[config.mk]
export PLATFORM = sky130hd
export DESIGN_NAME = register_transfer_responder_flat
export DESIGN_NICKNAME = d
export VERILOG_FILES = /design/src/rtl/rtm_pkg.sv /design/src/rtl/register_transfer_responder_if.sv /design/src/rtl/rtm_timeout_timer.sv /design/src/rtl/register_transfer_responder.sv /design/src/flat_wrapper.sv
export SDC_FILE = /design/constraint.sdc
export NUM_CORES = 1
export LEC_CHECK = 0
export BUFFER_PORTS_ARGS = -buffer_cell sky130_fd_sc_hd__clkbuf_2
export CORE_MARGIN = 4
export CORE_UTILIZATION = 48
export CTS_BUF_LIST = sky130_fd_sc_hd__clkbuf_4 sky130_fd_sc_hd__clkbuf_8 sky130_fd_sc_hd__clkbuf_16
export DETAILED_ROUTE_END_ITERATION = 12
export PLACE_DENSITY = 0.95
export SLEW_MARGIN = 20
export SYNTH_ARGS = -nofsm -noshare
export SYNTH_HDL_FRONTEND = slang
export SYNTH_HIERARCHICAL = 1
export SYNTH_SLANG_ARGS = --single-unit
[constraint.sdc]
create_clock -name clk -period 6.2 [get_ports clk]
set_clock_uncertainty 0.2 [all_clocks]
set_input_delay 1.86 -clock clk [delete_from_list [all_inputs] [get_ports clk]]
set_output_delay 1.86 -clock clk [all_outputs]
set_load 0.1 [all_outputs]
[src/rtl/rtm_pkg.sv]
// Shared definitions for the register transfer link: word width, error word and
// the responder state encoding. The master-side manager imports the word width too.
package rtm_pkg;

    localparam int unsigned WORD_W = 32;

    localparam logic [WORD_W-1:0] ERR_WORD_DEFAULT = 32'hDEAD0BAD;

    typedef enum logic [2:0] {
        ST_IDLE,
        ST_FWD_CMD,
        ST_SEND_RSN,
        ST_FWD_RES,
        ST_SEND_ERR
    } rtm_state_e;

endpackage

[src/rtl/register_transfer_responder_if.sv]
// Handshake bundle of the responder: link receive/transmit streams toward the
// master and command/response streams toward the local IPbus packet handler.
interface register_transfer_responder_if;
    import rtm_pkg::*;

    logic [WORD_W-1:0] link_rx_data;
    logic              link_rx_valid;
    logic              link_rx_last;
    logic              link_rx_ready;

    logic [WORD_W-1:0] link_tx_data;
    logic              link_tx_valid;
    logic              link_tx_last;
    logic              link_tx_ready;

    logic [WORD_W-1:0] ipb_cmd_data;
    logic              ipb_cmd_valid;
    logic              ipb_cmd_last;
    logic              ipb_cmd_ready;

    logic [WORD_W-1:0] ipb_res_data;
    logic              ipb_res_valid;
    logic              ipb_res_last;
    logic              ipb_res_ready;

    // Responder side
    modport slave (
        input  link_rx_data, link_rx_valid, link_rx_last,
        output link_rx_ready,
        output link_tx_data, link_tx_valid, link_tx_last,
        input  link_tx_ready,
        output ipb_cmd_data, ipb_cmd_valid, ipb_cmd_last,
        input  ipb_cmd_ready,
        input  ipb_res_data, ipb_res_valid, ipb_res_last,
        output ipb_res_ready
    );

    // Link master plus local IPbus handler side
    modport master (
        output link_rx_data, link_rx_valid, link_rx_last,
        input  link_rx_ready,
        input  link_tx_data, link_tx_valid, link_tx_last,
        output link_tx_ready,
        input  ipb_cmd_data, ipb_cmd_valid, ipb_cmd_last,
        output ipb_cmd_ready,
        output ipb_res_data, ipb_res_valid, ipb_res_last,
        input  ipb_res_ready
    );

endinterface

[src/rtl/rtm_timeout_timer.sv]
// Idle-cycle counter guarding the local response stream; clear restarts it,
// count-enable advances it and the expiry flag marks the final allowed idle cycle.
module rtm_timeout_timer #(
    parameter int unsigned TIMEOUT_CYCLES = 4096
) (
    input  logic clk,
    input  logic rst_n,
    input  logic clr_i,
    input  logic en_i,
    output logic expired_o
);

    localparam int unsigned TW = $clog2(TIMEOUT_CYCLES + 1);

    logic [TW-1:0] cnt_q;
    logic [TW-1:0] cnt_d;

    assign expired_o = (cnt_q == TW'(TIMEOUT_CYCLES - 1));

    // Holds at expiry so a lingering enable can never wrap back to zero.
    always_comb begin
        cnt_d = cnt_q;
        if (clr_i) begin
            cnt_d = '0;
        end else if (en_i && !expired_o) begin
            cnt_d = cnt_q + TW'(1);
        end
    end

    always_ff @(posedge clk or negedge rst_n) begin
        if (!rst_n) begin
            cnt_q <= '0;
        end else begin
            cnt_q <= cnt_d;
        end
    end

endmodule

[src/rtl/register_transfer_responder.sv]
// Channel-side endpoint of the register transfer link: takes a CSN + command frame,
// forwards the commands locally, answers with RSN + local response, aborts on timeout.
module register_transfer_responder
    import rtm_pkg::*;
#(
    parameter int unsigned       TIMEOUT_CYCLES = 4096,
    parameter logic [WORD_W-1:0] ERR_WORD       = ERR_WORD_DEFAULT,
    parameter int unsigned       CNT_W          = 16
) (
    input  logic                        clk,
    input  logic                        rst_n,
    input  logic                        enable,
    input  logic [WORD_W-1:0]           rsn,
    register_transfer_responder_if.slave bus,
    output logic [WORD_W-1:0]           csn_q,
    output logic                        busy,
    output logic [CNT_W-1:0]            frame_count,
    output logic [CNT_W-1:0]            error_count
);

    rtm_state_e        state_q, state_d;
    logic              enable_q;
    logic              live_q;
    logic [WORD_W-1:0] csn_d;
    logic [CNT_W-1:0]  frame_cnt_q;
    logic [CNT_W-1:0]  error_cnt_q;
    logic              frm_inc;
    logic              err_inc;
    logic              tmr_clr;
    logic              tmr_en;
    logic              tmr_exp;

    logic              rx_ready_c;
    logic [WORD_W-1:0] tx_data_c;
    logic              tx_valid_c;
    logic              tx_last_c;
    logic [WORD_W-1:0] cmd_data_c;
    logic              cmd_valid_c;
    logic              cmd_last_c;
    logic              res_ready_c;

    rtm_timeout_timer #(
        .TIMEOUT_CYCLES(TIMEOUT_CYCLES)
    ) u_timer (
        .clk      (clk),
        .rst_n    (rst_n),
        .clr_i    (tmr_clr),
        .en_i     (tmr_en),
        .expired_o(tmr_exp)
    );

    always_comb begin
        state_d     = state_q;
        csn_d       = csn_q;
        frm_inc     = 1'b0;
        err_inc     = 1'b0;
        tmr_clr     = 1'b0;
        tmr_en      = 1'b0;
        rx_ready_c  = 1'b0;
        tx_data_c   = '0;
        tx_valid_c  = 1'b0;
        tx_last_c   = 1'b0;
        cmd_data_c  = '0;
        cmd_valid_c = 1'b0;
        cmd_last_c  = 1'b0;
        res_ready_c = 1'b0;

        unique case (state_q)
            ST_IDLE: begin
                // live_q keeps every ready low for the first cycle after reset release.
                rx_ready_c  = enable_q && live_q;
                res_ready_c = live_q;
                if (bus.link_rx_valid && rx_ready_c) begin
                    if (bus.link_rx_last) begin
                        err_inc = 1'b1;
                    end else begin
                        csn_d   = bus.link_rx_data;
                        state_d = ST_FWD_CMD;
                    end
                end
            end

            ST_FWD_CMD: begin
                cmd_data_c  = bus.link_rx_data;
                cmd_valid_c = bus.link_rx_valid;
                cmd_last_c  = bus.link_rx_last;
                rx_ready_c  = bus.ipb_cmd_ready;
                if (bus.link_rx_valid && bus.ipb_cmd_ready && bus.link_rx_last) begin
                    state_d = ST_SEND_RSN;
                end
            end

            ST_SEND_RSN: begin
                tx_data_c  = rsn;
                tx_valid_c = 1'b1;
                if (bus.link_tx_ready) begin
                    tmr_clr = 1'b1;
                    state_d = ST_FWD_RES;
                end
            end

            ST_FWD_RES: begin
                tx_data_c   = bus.ipb_res_data;
                tx_valid_c  = bus.ipb_res_valid;
                tx_last_c   = bus.ipb_res_last;
                res_ready_c = bus.link_tx_ready;
                if (bus.ipb_res_valid && bus.link_tx_ready) begin
                    tmr_clr = 1'b1;
                    if (bus.ipb_res_last) begin
                        frm_inc = 1'b1;
                        state_d = ST_IDLE;
                    end
                end else if (!bus.ipb_res_valid) begin
                    // A word held back by link backpressure is not an idle cycle.
                    tmr_en = 1'b1;
                    if (tmr_exp) begin
                        state_d = ST_SEND_ERR;
                    end
                end
            end

            ST_SEND_ERR: begin
                tx_data_c  = ERR_WORD;
                tx_valid_c = 1'b1;
                tx_last_c  = 1'b1;
                if (bus.link_tx_ready) begin
                    err_inc = 1'b1;
                    state_d = ST_IDLE;
                end
            end

            default: begin
                state_d = ST_IDLE;
            end
        endcase
    end

    always_ff @(posedge clk or negedge rst_n) begin
        if (!rst_n) begin
            state_q     <= ST_IDLE;
            enable_q    <= 1'b0;
            live_q      <= 1'b0;
            csn_q       <= '0;
            frame_cnt_q <= '0;
            error_cnt_q <= '0;
        end else begin
            state_q  <= state_d;
            enable_q <= enable;
            live_q   <= 1'b1;
            csn_q    <= csn_d;
            if (frm_inc && (frame_cnt_q != '1)) begin
                frame_cnt_q <= frame_cnt_q + CNT_W'(1);
            end
            if (err_inc && (error_cnt_q != '1)) begin
                error_cnt_q <= error_cnt_q + CNT_W'(1);
            end
        end
    end

    assign bus.link_rx_ready = rx_ready_c;
    assign bus.link_tx_data  = tx_data_c;
    assign bus.link_tx_valid = tx_valid_c;
    assign bus.link_tx_last  = tx_last_c;
    assign bus.ipb_cmd_data  = cmd_data_c;
    assign bus.ipb_cmd_valid = cmd_valid_c;
    assign bus.ipb_cmd_last  = cmd_last_c;
    assign bus.ipb_res_ready = res_ready_c;

    assign busy        = (state_q != ST_IDLE);
    assign frame_count = frame_cnt_q;
    assign error_count = error_cnt_q;

endmodule

[src/flat_wrapper.sv]
// flat-port wrapper written by rule: the top's interface ports become plain ports
module register_transfer_responder_flat import rtm_pkg::*;
#(
    parameter int unsigned       TIMEOUT_CYCLES = 4096,
    parameter logic [WORD_W-1:0] ERR_WORD       = ERR_WORD_DEFAULT,
    parameter int unsigned       CNT_W          = 16
)
  (clk, rst_n, enable, rsn, csn_q, busy, frame_count, error_count, bus_link_rx_data, bus_link_rx_valid, bus_link_rx_last, bus_link_rx_ready, bus_link_tx_data, bus_link_tx_valid, bus_link_tx_last, bus_link_tx_ready, bus_ipb_cmd_data, bus_ipb_cmd_valid, bus_ipb_cmd_last, bus_ipb_cmd_ready, bus_ipb_res_data, bus_ipb_res_valid, bus_ipb_res_last, bus_ipb_res_ready);
  register_transfer_responder_if bus_i ();
  input  logic clk;
  input  logic rst_n;
  input  logic enable;
  input  logic [WORD_W-1:0] rsn;
  output logic [WORD_W-1:0] csn_q;
  output logic busy;
  output logic [CNT_W-1:0] frame_count;
  output logic [CNT_W-1:0] error_count;
  input wire logic [$bits(bus_i.link_rx_data)-1:0] bus_link_rx_data;
  input wire logic [$bits(bus_i.link_rx_valid)-1:0] bus_link_rx_valid;
  input wire logic [$bits(bus_i.link_rx_last)-1:0] bus_link_rx_last;
  output wire logic [$bits(bus_i.link_rx_ready)-1:0] bus_link_rx_ready;
  output wire logic [$bits(bus_i.link_tx_data)-1:0] bus_link_tx_data;
  output wire logic [$bits(bus_i.link_tx_valid)-1:0] bus_link_tx_valid;
  output wire logic [$bits(bus_i.link_tx_last)-1:0] bus_link_tx_last;
  input wire logic [$bits(bus_i.link_tx_ready)-1:0] bus_link_tx_ready;
  output wire logic [$bits(bus_i.ipb_cmd_data)-1:0] bus_ipb_cmd_data;
  output wire logic [$bits(bus_i.ipb_cmd_valid)-1:0] bus_ipb_cmd_valid;
  output wire logic [$bits(bus_i.ipb_cmd_last)-1:0] bus_ipb_cmd_last;
  input wire logic [$bits(bus_i.ipb_cmd_ready)-1:0] bus_ipb_cmd_ready;
  input wire logic [$bits(bus_i.ipb_res_data)-1:0] bus_ipb_res_data;
  input wire logic [$bits(bus_i.ipb_res_valid)-1:0] bus_ipb_res_valid;
  input wire logic [$bits(bus_i.ipb_res_last)-1:0] bus_ipb_res_last;
  output wire logic [$bits(bus_i.ipb_res_ready)-1:0] bus_ipb_res_ready;
  assign bus_i.link_rx_data = bus_link_rx_data;
  assign bus_i.link_rx_valid = bus_link_rx_valid;
  assign bus_i.link_rx_last = bus_link_rx_last;
  assign bus_link_rx_ready = bus_i.link_rx_ready;
  assign bus_link_tx_data = bus_i.link_tx_data;
  assign bus_link_tx_valid = bus_i.link_tx_valid;
  assign bus_link_tx_last = bus_i.link_tx_last;
  assign bus_i.link_tx_ready = bus_link_tx_ready;
  assign bus_ipb_cmd_data = bus_i.ipb_cmd_data;
  assign bus_ipb_cmd_valid = bus_i.ipb_cmd_valid;
  assign bus_ipb_cmd_last = bus_i.ipb_cmd_last;
  assign bus_i.ipb_cmd_ready = bus_ipb_cmd_ready;
  assign bus_i.ipb_res_data = bus_ipb_res_data;
  assign bus_i.ipb_res_valid = bus_ipb_res_valid;
  assign bus_i.ipb_res_last = bus_ipb_res_last;
  assign bus_ipb_res_ready = bus_i.ipb_res_ready;
  register_transfer_responder #(.TIMEOUT_CYCLES(TIMEOUT_CYCLES), .ERR_WORD(ERR_WORD), .CNT_W(CNT_W)) u_core (.clk(clk), .rst_n(rst_n), .enable(enable), .rsn(rsn), .bus(bus_i), .csn_q(csn_q), .busy(busy), .frame_count(frame_count), .error_count(error_count));
endmodule
==> key figures <==
Layout
  – Fin area: 6200 sq um
  – Most common cell after layout, fill and taps aside: clkbuf_2
  – Area grow syn2layout: 32.7%
  – Share of cells above drive strength 1: 42.0%
  – Diode count: 0
  – Most frequent cells in the layout: 238 x clkbuf_2, 81 x dfrtp_1, 34 x and2_1, 33 x mux2i_1, 31 x mux2_1
  – Fin nets: 785
  – Utilization after layout: 66.2%

Placement
  – Placer congestion estimate: 0.990
  – Detail Placement HPWL: 10.7 mm
  – Placed Area: 5950 sq um
  – Port bufs: 239

Yosys
  – Seq cells post-synth: 82
  – Mapped Area: 4680 sq um
  – Ys flop type: dfrtp_1
  – Mean Syn Cell Area: 10.5 sq um
  – Post-synth net total: 555
  – Warnings, synthesis: 6
  – Sequential-to-total area share from yosys stat: 43.9%
  – EDFF count, synth: 0
  – Count of cell types in the netlist: 58
  – Post-synthesis cell count: 447
  – Ys async rst share: 100%

Timing
  – Period utilisation layout: 79.6%
  – Fin crit period: 4.93 ns
  – Worst-Margin Slew: 0.794 ns
  – Fin Setup TNS: 0 ns
  – Fmax achieved: 203 MHz
  – Max Transition Viols Final: 0
  – RSZ-0062 raised after global routing: no
  – Final setup viols: 0
  – Hold Fails Final Rpt: 0
  – Rel. slew slack: 46.6%

Detailed routing
  – Total wire length: 13.5 mm
  – Post-route ant nets: 0
  – Via count: 4411
  – First-pass DRT Iterations: 4
  – Starting DRT DRC Count: 212
  – Average via count per standard cell: 5.45
  – WL/cell: 16.7 um
  – Drc violations: 0

Die
  – Die width: 107 um
  – Die Y-Extent: 107 um
  – Die area: 11400 sq um
  – Core area: 9370 sq um
  – Row count: 35
  – Starting Density: 49.9%
  – # IOs: 240

Clocking
  – Reg clk slew, reported paths: 0.07 ns
  – # hold bufs at CTS: 0
  – TritonCTS buffer count: 9
  – CTS Buffer Depth: 2
  – CTS sink count: 82
  – Setup Buffers After CTS: 0
  – TritonCTS clock tree: built
  – Post-CTS Resized: 0
  – Clock root buffer: clkbuf_8
  – Skew-Pair Late Insertion Delay: 0.33 ns
  – H-tree levels: 3

Setup path
  – Buffers and inverters on the worst path: 3
  – CP peak stage delay: 0.37 ns
  – CP cell instances: clkbuf_2 > nand2b_1 > a21boi_1 > inv_1 > clkbuf_2
  – Crit path max-delay cell type: clkbuf_2
  – CP Capture Type: primary output
  – Worst setup SP type: primary input
  – CP max FO: 4
  – CP top delay family: buffers and inverters
  – CP dominant cell by count: clkbuf_2
  – Worst path required time: 4.14 ns
  – Critical path type: primary input to primary output
  – WP data arrival: 2.87 ns

Global route
  – Largest net degree at the start of global routing: 83
  – Vias in the first global route: 4480
  – Global-route wire length before repair: 21.5 mm
  – Grt ovf: 0
  – Total Routing Usage GR: 23.1%
  – Initial antenna violation count: 0

Run status
  – Outcome: finished, final reports clean

Worst hold path
  – Worst Hold Class: register to register

Flow run
  – Maxcap violations: 0
==> registers in the layout (all words and copies together), names as in the netlist <==
register              count
u_core/csn_q             32
u_core/error_count       16
u_core/live_q             1
u_core/enable_q           1
u_core/state_q            3
u_core/u_timer/cnt_q     13
u_core/frame_count       16
==> per-layer routing <==
metal | global-route usage, % | vias up | part of all wire, % | wire length (um)
met3 | 4.39 | 20 | 5.7 | 767
met4 | 6.30 | 0 | 1.7 | 224
met1 | 27.2 | 2157 | 39 | 5240
met2 | 42.8 | 156 | 54 | 7270
met5 | 0 | - | 0 | 0
li1 | - | 2078 | - | -
==> Yosys cell counts (all sizes together), types with 2 or more instances <==
cell type | n | area, sq um
dfrtp | 82 | 2050
mux2 | 37 | 417
and2 | 34 | 213
mux2i | 33 | 330
nor2 | 28 | 105
o21ai | 26 | 130
xor2 | 23 | 201
nor3 | 21 | 120
nand4 | 17 | 134
nand2 | 15 | 56.3
buf | 14 | 80.1
nand3 | 14 | 70.1
a21oi | 12 | 60.1
clkbuf | 10 | 37.5
and3 | 9 | 56.3
nor4 | 9 | 83.8
and4 | 6 | 55.1
inv | 5 | 18.8
nand4b | 5 | 58.8
xnor2 | 4 | 35.0
a31oi | 3 | 18.8
ha | 3 | 37.5
nand2b | 3 | 18.8
nor2b | 3 | 18.8
nor3b | 3 | 22.5
or2 | 3 | 18.8
or3 | 3 | 18.8
a21boi | 2 | 15.0
o211a | 2 | 20.0
o21a | 2 | 15.0
o31a | 2 | 18.8
or4 | 2 | 18.8
==> stage by stage <==
stage | worst slack, ns | instances | hold slack [ns]
floorplan | 0.117 | 447 | 0.336
global placement | 1.32 | 794 | 0.274
detailed placement | 1.27 | 794 | 0.280
CTS | 1.27 | 809 | 0.297
global route | 1.14 | 810 | 0.300
finish | 1.27 | 810 | 0.293
==> logic make-up after synthesis <==
| family | share of synthesized area, % |
|---|---|
| multiplexers | 16.0 |
| buffers and inverters | 3.10 |
| other | 0.0802 |
| flip-flops | 43.9 |
| AND/OR/NAND/NOR | 23.4 |
| XOR/XNOR | 5.06 |
| AO/OA/AOI/OAI | 7.68 |
| adder cells (fa/ha/maj) | 0.803 |
==> final cells by class <==
type | count | area (sq um)
Inverter | 5 | 18.8
Sequential cell | 82 | 2050
Clock buffer | 11 | 151
Timing Repair Buffer | 244 | 1260
Tap cell | 129 | 161
Fill cell | 761 | 3170
Multi-Input combinational cell | 335 | 2490
Clock inverter | 4 | 73.8
==> path summary, 6_finish.rpt <==
path                                   start                       to  slack, ns  depth (start not counted)
max in group asynchronous              rst_n          u_core/enable_q       3.99                          2
max reg2reg                u_core/state_q[1]  u_core/u_timer/cnt_q[9]       3.09                          6
min in group asynchronous              rst_n  u_core/u_timer/cnt_q[7]       1.23                          1
max                        bus_ipb_res_valid        bus_link_tx_valid       1.27                          5
min reg2reg                  u_core/csn_q[4]          u_core/csn_q[4]       0.29                          1
min                          u_core/csn_q[4]          u_core/csn_q[4]       0.29                          1
Power is left out: the tool's default activity adds up to more than one toggle a clock period on the data nets, which glitch-free logic cannot reach.
